**config.mk**
```make
export PLATFORM = sky130hd
export DESIGN_NAME = onewire_master_flat
export DESIGN_NICKNAME = d
export VERILOG_FILES = /design/src/rtl/onewire_if.sv /design/src/rtl/onewire_master.sv /design/src/flat_wrapper.sv
export SDC_FILE = /design/constraint.sdc
export NUM_CORES = 1
export LEC_CHECK = 0
export CAP_MARGIN = 0
export CORE_ASPECT_RATIO = 2
export CORE_MARGIN = 4
export CORE_UTILIZATION = 51
export DETAILED_ROUTE_END_ITERATION = 8
export GPL_TIMING_DRIVEN = 0
export PLACE_DENSITY = 0.75
export SYNTH_ARGS = -nofsm -noshare
export SYNTH_HDL_FRONTEND = slang
export SYNTH_SLANG_ARGS = --single-unit
```
**constraint.sdc**
```tcl
create_clock -name clk -period 2.49 [get_ports clk]
set_input_delay 0.498 -clock clk [delete_from_list [all_inputs] [get_ports clk]]
set_output_delay 0.498 -clock clk [all_outputs]
set_load 0.01 [all_outputs]
```
**src/rtl/onewire_if.sv**
```systemverilog
// onewire_if: sequencer command handshake plus DQ pad pins (cmd_valid/cmd/wr_data/dq_in in, cmd_ready/done/rd_data/presence/dq_oe out of the master)
interface onewire_if;
  logic       cmd_valid;
  logic [1:0] cmd;
  logic [7:0] wr_data;
  logic       cmd_ready;
  logic       done;
  logic [7:0] rd_data;
  logic       presence;
  logic       dq_oe;
  logic       dq_in;
  modport master (
    input  cmd_valid, cmd, wr_data, dq_in,
    output cmd_ready, done, rd_data, presence, dq_oe
  );
  modport slave (
    output cmd_valid, cmd, wr_data, dq_in,
    input  cmd_ready, done, rd_data, presence, dq_oe
  );
endinterface

```
**src/rtl/onewire_master.sv**
```systemverilog
// onewire_master: 1-Wire byte master (bus reset with presence, write byte, read byte) timed by tick_1us; ports clk, rst, tick_1us, bus (onewire_if.master)
module onewire_master #(
  parameter int T_RST_LOW  = 480,
  parameter int T_PRES_SMP = 70,
  parameter int T_RST_REL  = 410,
  parameter int T_SLOT     = 70,
  parameter int T_W0_LOW   = 60,
  parameter int T_W1_LOW   = 6,
  parameter int T_RD_SMP   = 15,
  parameter int T_REC      = 2
) (
  input logic       clk,
  input logic       rst,
  input logic       tick_1us,
  onewire_if.master bus
);
  typedef enum logic [2:0] {IDLE, RST_LOW, RST_REL, SLOT, REC} state_t;
  state_t     state, state_n;
  logic [9:0] cnt, cnt_n, cnt_inc, low;
  logic [2:0] bitc, bitc_n;
  logic [7:0] sh, sh_n, wd, wd_n, rd, rd_n;
  logic [1:0] op, op_n;
  logic       oe, oe_n, rdy, rdy_n, dn, dn_n, pres, pres_n, acc, rd_op;
  assign cnt_inc       = cnt + 10'd1;
  assign acc           = state == IDLE && bus.cmd_valid;
  assign rd_op         = op == 2'b10;
  assign low           = (rd_op || wd[bitc]) ? 10'(T_W1_LOW) : 10'(T_W0_LOW);
  assign bus.cmd_ready = rdy;
  assign bus.done      = dn;
  assign bus.rd_data   = rd;
  assign bus.presence  = pres;
  assign bus.dq_oe     = oe;
  always_comb begin
    state_n = state;
    bitc_n  = bitc;
    sh_n    = sh;
    wd_n    = wd;
    rd_n    = rd;
    op_n    = op;
    oe_n    = oe;
    pres_n  = pres;
    dn_n    = 1'b0;
    case (state)
      IDLE: if (bus.cmd_valid) begin
        op_n    = bus.cmd;
        wd_n    = bus.wr_data;
        bitc_n  = '0;
        state_n = bus.cmd == 2'b00 ? RST_LOW : bus.cmd == 2'b11 ? IDLE : SLOT;
        oe_n    = bus.cmd != 2'b11;
        dn_n    = bus.cmd == 2'b11;
      end
      RST_LOW: if (tick_1us && cnt_inc == 10'(T_RST_LOW)) begin
        state_n = RST_REL;
        oe_n    = 1'b0;
      end
      RST_REL: begin
        if (tick_1us && cnt_inc == 10'(T_PRES_SMP)) pres_n = !bus.dq_in;
        if (tick_1us && cnt_inc == 10'(T_RST_REL)) begin
          state_n = IDLE;
          dn_n    = 1'b1;
        end
      end
      SLOT: begin
        if (tick_1us && cnt_inc == low) oe_n = 1'b0;
        if (rd_op && tick_1us && cnt_inc == 10'(T_RD_SMP)) sh_n = {bus.dq_in, sh[7:1]};
        if (tick_1us && cnt_inc == 10'(T_SLOT)) begin
          state_n = REC;
          oe_n    = 1'b0;
        end
      end
      REC: if (tick_1us && cnt_inc == 10'(T_REC)) begin
        if (bitc == 3'd7) begin
          state_n = IDLE;
          dn_n    = 1'b1;
          rd_n    = rd_op ? sh : rd;
        end else begin
          state_n = SLOT;
          bitc_n  = bitc + 3'd1;
          oe_n    = 1'b1;
        end
      end
      default: state_n = IDLE;
    endcase
    cnt_n = (acc || state_n != state) ? '0 : tick_1us ? cnt_inc : cnt;
    rdy_n = state_n == IDLE;
  end
  always_ff @(posedge clk) begin
    if (rst) begin
      state <= IDLE;
      cnt   <= '0;
      bitc  <= '0;
      sh    <= '0;
      wd    <= '0;
      rd    <= '0;
      op    <= '0;
      oe    <= 1'b0;
      rdy   <= 1'b1;
      dn    <= 1'b0;
      pres  <= 1'b0;
    end else begin
      state <= state_n;
      cnt   <= cnt_n;
      bitc  <= bitc_n;
      sh    <= sh_n;
      wd    <= wd_n;
      rd    <= rd_n;
      op    <= op_n;
      oe    <= oe_n;
      rdy   <= rdy_n;
      dn    <= dn_n;
      pres  <= pres_n;
    end
  end
endmodule
```
**src/flat_wrapper.sv**
```systemverilog
// flat-port wrapper written by rule: the top's interface ports become plain ports
module onewire_master_flat 
#(
  parameter int T_RST_LOW  = 480,
  parameter int T_PRES_SMP = 70,
  parameter int T_RST_REL  = 410,
  parameter int T_SLOT     = 70,
  parameter int T_W0_LOW   = 60,
  parameter int T_W1_LOW   = 6,
  parameter int T_RD_SMP   = 15,
  parameter int T_REC      = 2
)
  (clk, rst, tick_1us, bus_cmd_valid, bus_cmd, bus_wr_data, bus_dq_in, bus_cmd_ready, bus_done, bus_rd_data, bus_presence, bus_dq_oe);
  onewire_if bus_i ();
  input logic clk;
  input logic rst;
  input logic tick_1us;
  input wire logic [$bits(bus_i.cmd_valid)-1:0] bus_cmd_valid;
  input wire logic [$bits(bus_i.cmd)-1:0] bus_cmd;
  input wire logic [$bits(bus_i.wr_data)-1:0] bus_wr_data;
  input wire logic [$bits(bus_i.dq_in)-1:0] bus_dq_in;
  output wire logic [$bits(bus_i.cmd_ready)-1:0] bus_cmd_ready;
  output wire logic [$bits(bus_i.done)-1:0] bus_done;
  output wire logic [$bits(bus_i.rd_data)-1:0] bus_rd_data;
  output wire logic [$bits(bus_i.presence)-1:0] bus_presence;
  output wire logic [$bits(bus_i.dq_oe)-1:0] bus_dq_oe;
  assign bus_i.cmd_valid = bus_cmd_valid;
  assign bus_i.cmd = bus_cmd;
  assign bus_i.wr_data = bus_wr_data;
  assign bus_i.dq_in = bus_dq_in;
  assign bus_cmd_ready = bus_i.cmd_ready;
  assign bus_done = bus_i.done;
  assign bus_rd_data = bus_i.rd_data;
  assign bus_presence = bus_i.presence;
  assign bus_dq_oe = bus_i.dq_oe;
  onewire_master #(.T_RST_LOW(T_RST_LOW), .T_PRES_SMP(T_PRES_SMP), .T_RST_REL(T_RST_REL), .T_SLOT(T_SLOT), .T_W0_LOW(T_W0_LOW), .T_W1_LOW(T_W1_LOW), .T_RD_SMP(T_RD_SMP), .T_REC(T_REC)) u_core (.clk(clk), .rst(rst), .tick_1us(tick_1us), .bus(bus_i));
endmodule
```
======== Word-level counts from Yosys, hierarchy flattened ========
Cells that the tools add are included.
word-level totals
  flip-flop bits (word level) ............. 46
  input port bits ......................... 15
  output and inout bits ................... 12
  word-level logic and storage cells ...... 85
operators by class
  $add $sub $neg .......................... 2
  magnitude comparators ................... 1
  eq/ne operators ......................... 20
  muxes and demuxes ....................... 28
  reductions and logical operators ........ 23
operator list
  operator                                               number
  2-to-1 mux 3 bit                                       9
  equality test 10 x 9 -> 1 bit, second input constant   2
  case mux 3 bit (5 select lines)                        1
  2-to-1 mux 1 bit                                       11
  adder 10 x 1 -> 10 bit, second input constant          1
  equality test 10 bit                                   1
  equality test 10 x 2 -> 1 bit, second input constant   1
  equality test 10 x 4 -> 1 bit, second input constant   1
  equality test 10 x 7 -> 1 bit, second input constant   1
  logical AND 1 bit                                      8
  AND reduction 4 bit                                    2
  equality test 3 x 2 -> 1 bit, second input constant    2
  equality test 3 bit, second input constant             2
  zero test 3 bit                                        2
  2-to-1 mux 6 bit                                       1
  inequality test 2 bit, second input constant           3
  case mux 3 bit (2 select lines)                        1
  AND reduction 2 bit                                    3
  AND reduction 6 bit                                    1
  equality test 2 bit, second input constant             2
  < comparator 3 x 4 -> 1 bit, second input constant     1
  2-to-1 mux 2 bit                                       2
  inequality test 2 x 1 -> 1 bit, second input constant  2
  case mux 1 bit (4 select lines)                        1
  other kinds (12)                                       13

======== Depth between registers and ports, before layout ========
  depth in word-level cells ............... 9
  mapped depth ............................ 11
  mapped depth without buffers ............ 9

======== Least setup slack after synthesis ========
OpenSTA, ideal clock, no wires.
  path kind ............................... flip-flop to flip-flop
  start ................................... register u_core.cnt[0]
  end ..................................... register u_core.cnt[6]
  library setup time ...................... 76 ps
  arrival ................................. 2425 ps
  data required time ...................... 2414 ps
  path slack .............................. -11 ps
  stages on the path, launching flop included .. 12
  path buffers ............................ 3
  period minus slack after synthesis ...... 2501 ps
  cell sequence ........................... dfxtp_1 -> ha_1 -> buf_2 -> buf_2 -> a21oi_1 -> o311ai_1 -> and3_4 -> nor4_2 -> o221ai_1 -> or4_1 -> buf_6 -> a22oi_2
between the ends
  word-level cells in the longest chain between the ends .. 8
  elaborated cells between the ends (all ways) .. 17
  those cells by class .................... 1 x add/sub; 5 x eq/ne; 5 x mux; 6 x reduce/logical
ends and longest elaborated chain
  what                                                         RTL line               RTL
  start: declaration                                           onewire_master.sv:19   logic [9:0] cnt, cnt_n, cnt_inc, low;
  start signal: assignment                                     onewire_master.sv:102  cnt <= cnt_n;
  adder 10 x 1 -> 10 bit (*)                                   onewire_master.sv:24   assign cnt_inc = cnt + 10'd1;
  equality test 10 x 2 -> 1 bit, or another cell as far along  onewire_master.sv:71   REC: if (tick_1us && cnt_inc == 10'(T_REC)) begin
  logical AND 1 bit, on equally long branches                  n/a
  2-to-1 mux 3 bit, on equally long branches                   n/a
  case mux 3 bit (5 select lines)                              onewire_master.sv:43   case (state)
  inequality test 3 bit                                        onewire_master.sv:84   cnt_n = (acc || state_n != state) ? '0 : tick_1us ? cnt_inc : cnt;
  logical OR 1 bit                                             onewire_master.sv:84
  OR reduction 2 bit (no line)                                 n/a
Mark *: on every way between the ends. The rest lies on a longest branch, timed or not.
A chain may end at the register's enable or synchronous reset.

======== Worst setup path in the final report ========
  start ................................... register u_core.cnt[4]
  end ..................................... register u_core.cnt[6]
The elaborated chain is that of the path after synthesis.

==> out/results.ini <==
[floorplan]
die_y_um=111
pin_count=27
num_rows=37
start_util=0.524
die_x_um=59.4
die_area_um2=6580
core_um2=5140

[clock_tree]
cts_made_buffers=5
clk_path_buf_depth=2
clockRootBuffer=clkbuf_8
h-tree-depth=2
clkSinkCount=46
cts_tree=yes
clock_latency_ps=310
clk_pin_slew_worst_paths_ps=100

[critical_path]
start_kind=register
crit_type=reg2reg
max_stage_delay_ps=480
crit_fanout=7
cp_slowest_cell=dfxtp_1
critical_path.endpoint_type=register
arrival_ps=2810
crit_chain=inv_1 -> nor3_2 -> o2111ai_2 -> nor4_4 -> o221ai_2 -> or4_4 -> buf_6 -> a22oi_2
crit_required_ps=2730

[timing]
period_needed_ps=2560
slew_headroom=0.546
slew_violations=0
rsz0062_at_grt=true
fin_skew_ps=16.3
finalWorstSetupSlack_ps=-74.8
fin_crit_sh=1.03
hold_violations=0
worst_pin_slew_ps=675
setup_viol=11
whs_ps=459
fmax_ghz=0.390

[pwr]
vdd_drop_max_v=0.000490
power.density_nw_per_um2=446
power_leakage_nw=1.36

[logic_synthesis]
synth_area_leaders=dfxtp_1, mux2i_1, nand2_1
syn-num-nets=351
ys_ff_latch=46
synth_top_area_frac=0.342
synthCells=329
synth_area_um2=2690
synthArstFlopShare=0
ys_seq_area_frac=0.342
synth-edff-count=0
yosysWarnings=0
avgSynthCellArea_um2=8.18
yosys.area.top_type=dfxtp_1
ys_types=62
ys.flop_type=dfxtp_1

[drt]
via_per_inst=6.30
drc_errors=0
drtIter0Drc=131
wl_per_cell_um=18.3
postRouteAntennaNets=0
dr.pass1.iters=5
num_vias=2777
wl_um=8090

[worst_hold_path]
hold_class=reg2reg

[placed_design]
dpl_cell_area_um2=3020
port_buffers=25
dpl.hpwl_um=5510
gp_congestion=0.934

[final_layout]
area_delta_synth_final_pct=31.5
drive_gt1_frac=0.261
nets=404
design_area_um2=3540
num_antenna_cells=0

[job]
drv_cap=0

[outcome]
violations=setup timing
status=finished, violations left

[grt]
antenna_found_initial=0
grt_overflow_total=0
grt_pass1_wl_um=13200
gr-usage-all-layers=0.258
grt_max_degree=17
grt_pass1_vias=2862

==> state kept, by name (all words and copies together) (netlist names) <==
| signal | count |
|---|---|
| u_core.cnt | 10 |
| u_core.bus.rd_data | 8 |
| u_core.sh | 8 |
| u_core.wd | 8 |
| u_core.bitc | 3 |
| u_core.state | 3 |
| u_core.op | 2 |
| u_core.bus.cmd_ready | 1 |
| u_core.bus.done | 1 |
| u_core.bus.dq_oe | 1 |
| u_core.bus.presence | 1 |
==> report_power, final <==
part / internal [mW] / switching, mW / leakage, nW
Combinational: 0.153 / 0.169 / 0.948
Sequential: 0.762 / 0.0187 / 0.376
Clock: 0.201 / 0.276 / 0.0408
==> what timing repair did <==
item | 4_1_cts | 5_1_grt
pin swaps | 8 | 15
endpoints found under the hold margin | 0 | 0
endpoints found under the setup margin | 31 | 24
setup buffers | 15 | 7
cloned | 3 | 0
hold buffers | 0 | 0
resized for setup | 31 | 34
==> worst paths after layout <==
check	from	end	slack [ps]	cells after the start
setup reg to reg	u_core.cnt[4]	u_core.cnt[6]	-70	8
setup / recovery	u_core.cnt[4]	u_core.cnt[6]	-70	8
hold reg to reg	u_core.wd[3]	u_core.wd[3]	460	2
hold / removal	u_core.wd[3]	u_core.wd[3]	460	2
==> stage by stage <==
stage                     power [mW]   util  TNS [ps]  setup WS [ps]  instances
after floorplan                0.947      -         0           16.0        329
after global placement          1.03  0.588     -9320           -583        412
after detailed placement        1.03  0.588     -9020           -579        412
after CTS                       1.55  0.657     -20.0          -10.6        437
after global routing            1.65  0.689     -1360           -133        441
final                           1.58  0.689      -516          -74.8        441
==> layer usage <==
layer / part of all wire / routed length [µm] / track usage / up-vias
met1: 0.33 / 2710 / 0.249 / 1320
li1: - / - / - / 1281
met4: 0.080 / 647 / 0.183 / 0
met5: 0 / 0 / 0 / -
met2: 0.55 / 4430 / 0.460 / 122
met3: 0.038 / 305 / 0.0408 / 54
==> critical path, delay by kind of cell (launching register included) <==
family	cells	cell delay, ps
flops	1	480
compound gates	3	520
simple gates	3	1090
buf+inv	2	390
==> cell usage after synthesis, types with 3 or more instances <==
library cell  number
a21boi_1           3
a21oi_1           29
and2_1             4
and3_1             3
buf_2              8
buf_4              6
clkbuf_1           8
dfxtp_1           46
ha_1               7
inv_1              9
mux2i_1           17
nand2_1           41
nand2b_1           5
nand3_1            5
nand4_1            9
nor2_1            37
nor2b_1            3
nor3_1             8
nor4_1             3
o211ai_1           4
o21ai_0            7
or2_2              4
or3_1              4
xnor2_1            9
==> cells in the final DEF (no fill, tap or decap), types with 9 or more instances in the layout <==
master	n
dfxtp_1	42
nand2_1	38
nor2_1	37
clkdlybuf4s50_1	25
buf_4	24
a21oi_1	22
mux2i_1	17
nand4_1	9
xnor2_1	9
a21oi_2	9
==> cell type report <==
| type | instances | area [µm²] |
|---|---|---|
| fillers | 406 | 1600 |
| clock inverters | 3 | 23.8 |
| inverters | 9 | 36.3 |
| repair buffers | 47 | 442 |
| well taps | 58 | 72.6 |
| clock buffers | 5 | 68.8 |
| flip-flops and latches | 46 | 931 |
| multi-input cells | 250 | 1800 |
| plain buffers | 23 | 164 |
==> cells by family (layout without fill, tap and decap cells) <==
logic type                 Yosys count  after routing  synth area share
DFF                                 46             46             0.342
and+or+nand+nor                    142            142             0.268
xor gates and xnor gates            10             10            0.0325
buffers and inverters               33             87            0.0637
adders and majority gates            7              7            0.0325
AOI/OAI and AO/OA                   72             72             0.182
muxes                               19             19            0.0799
Power figures use the tool's default switching activity.
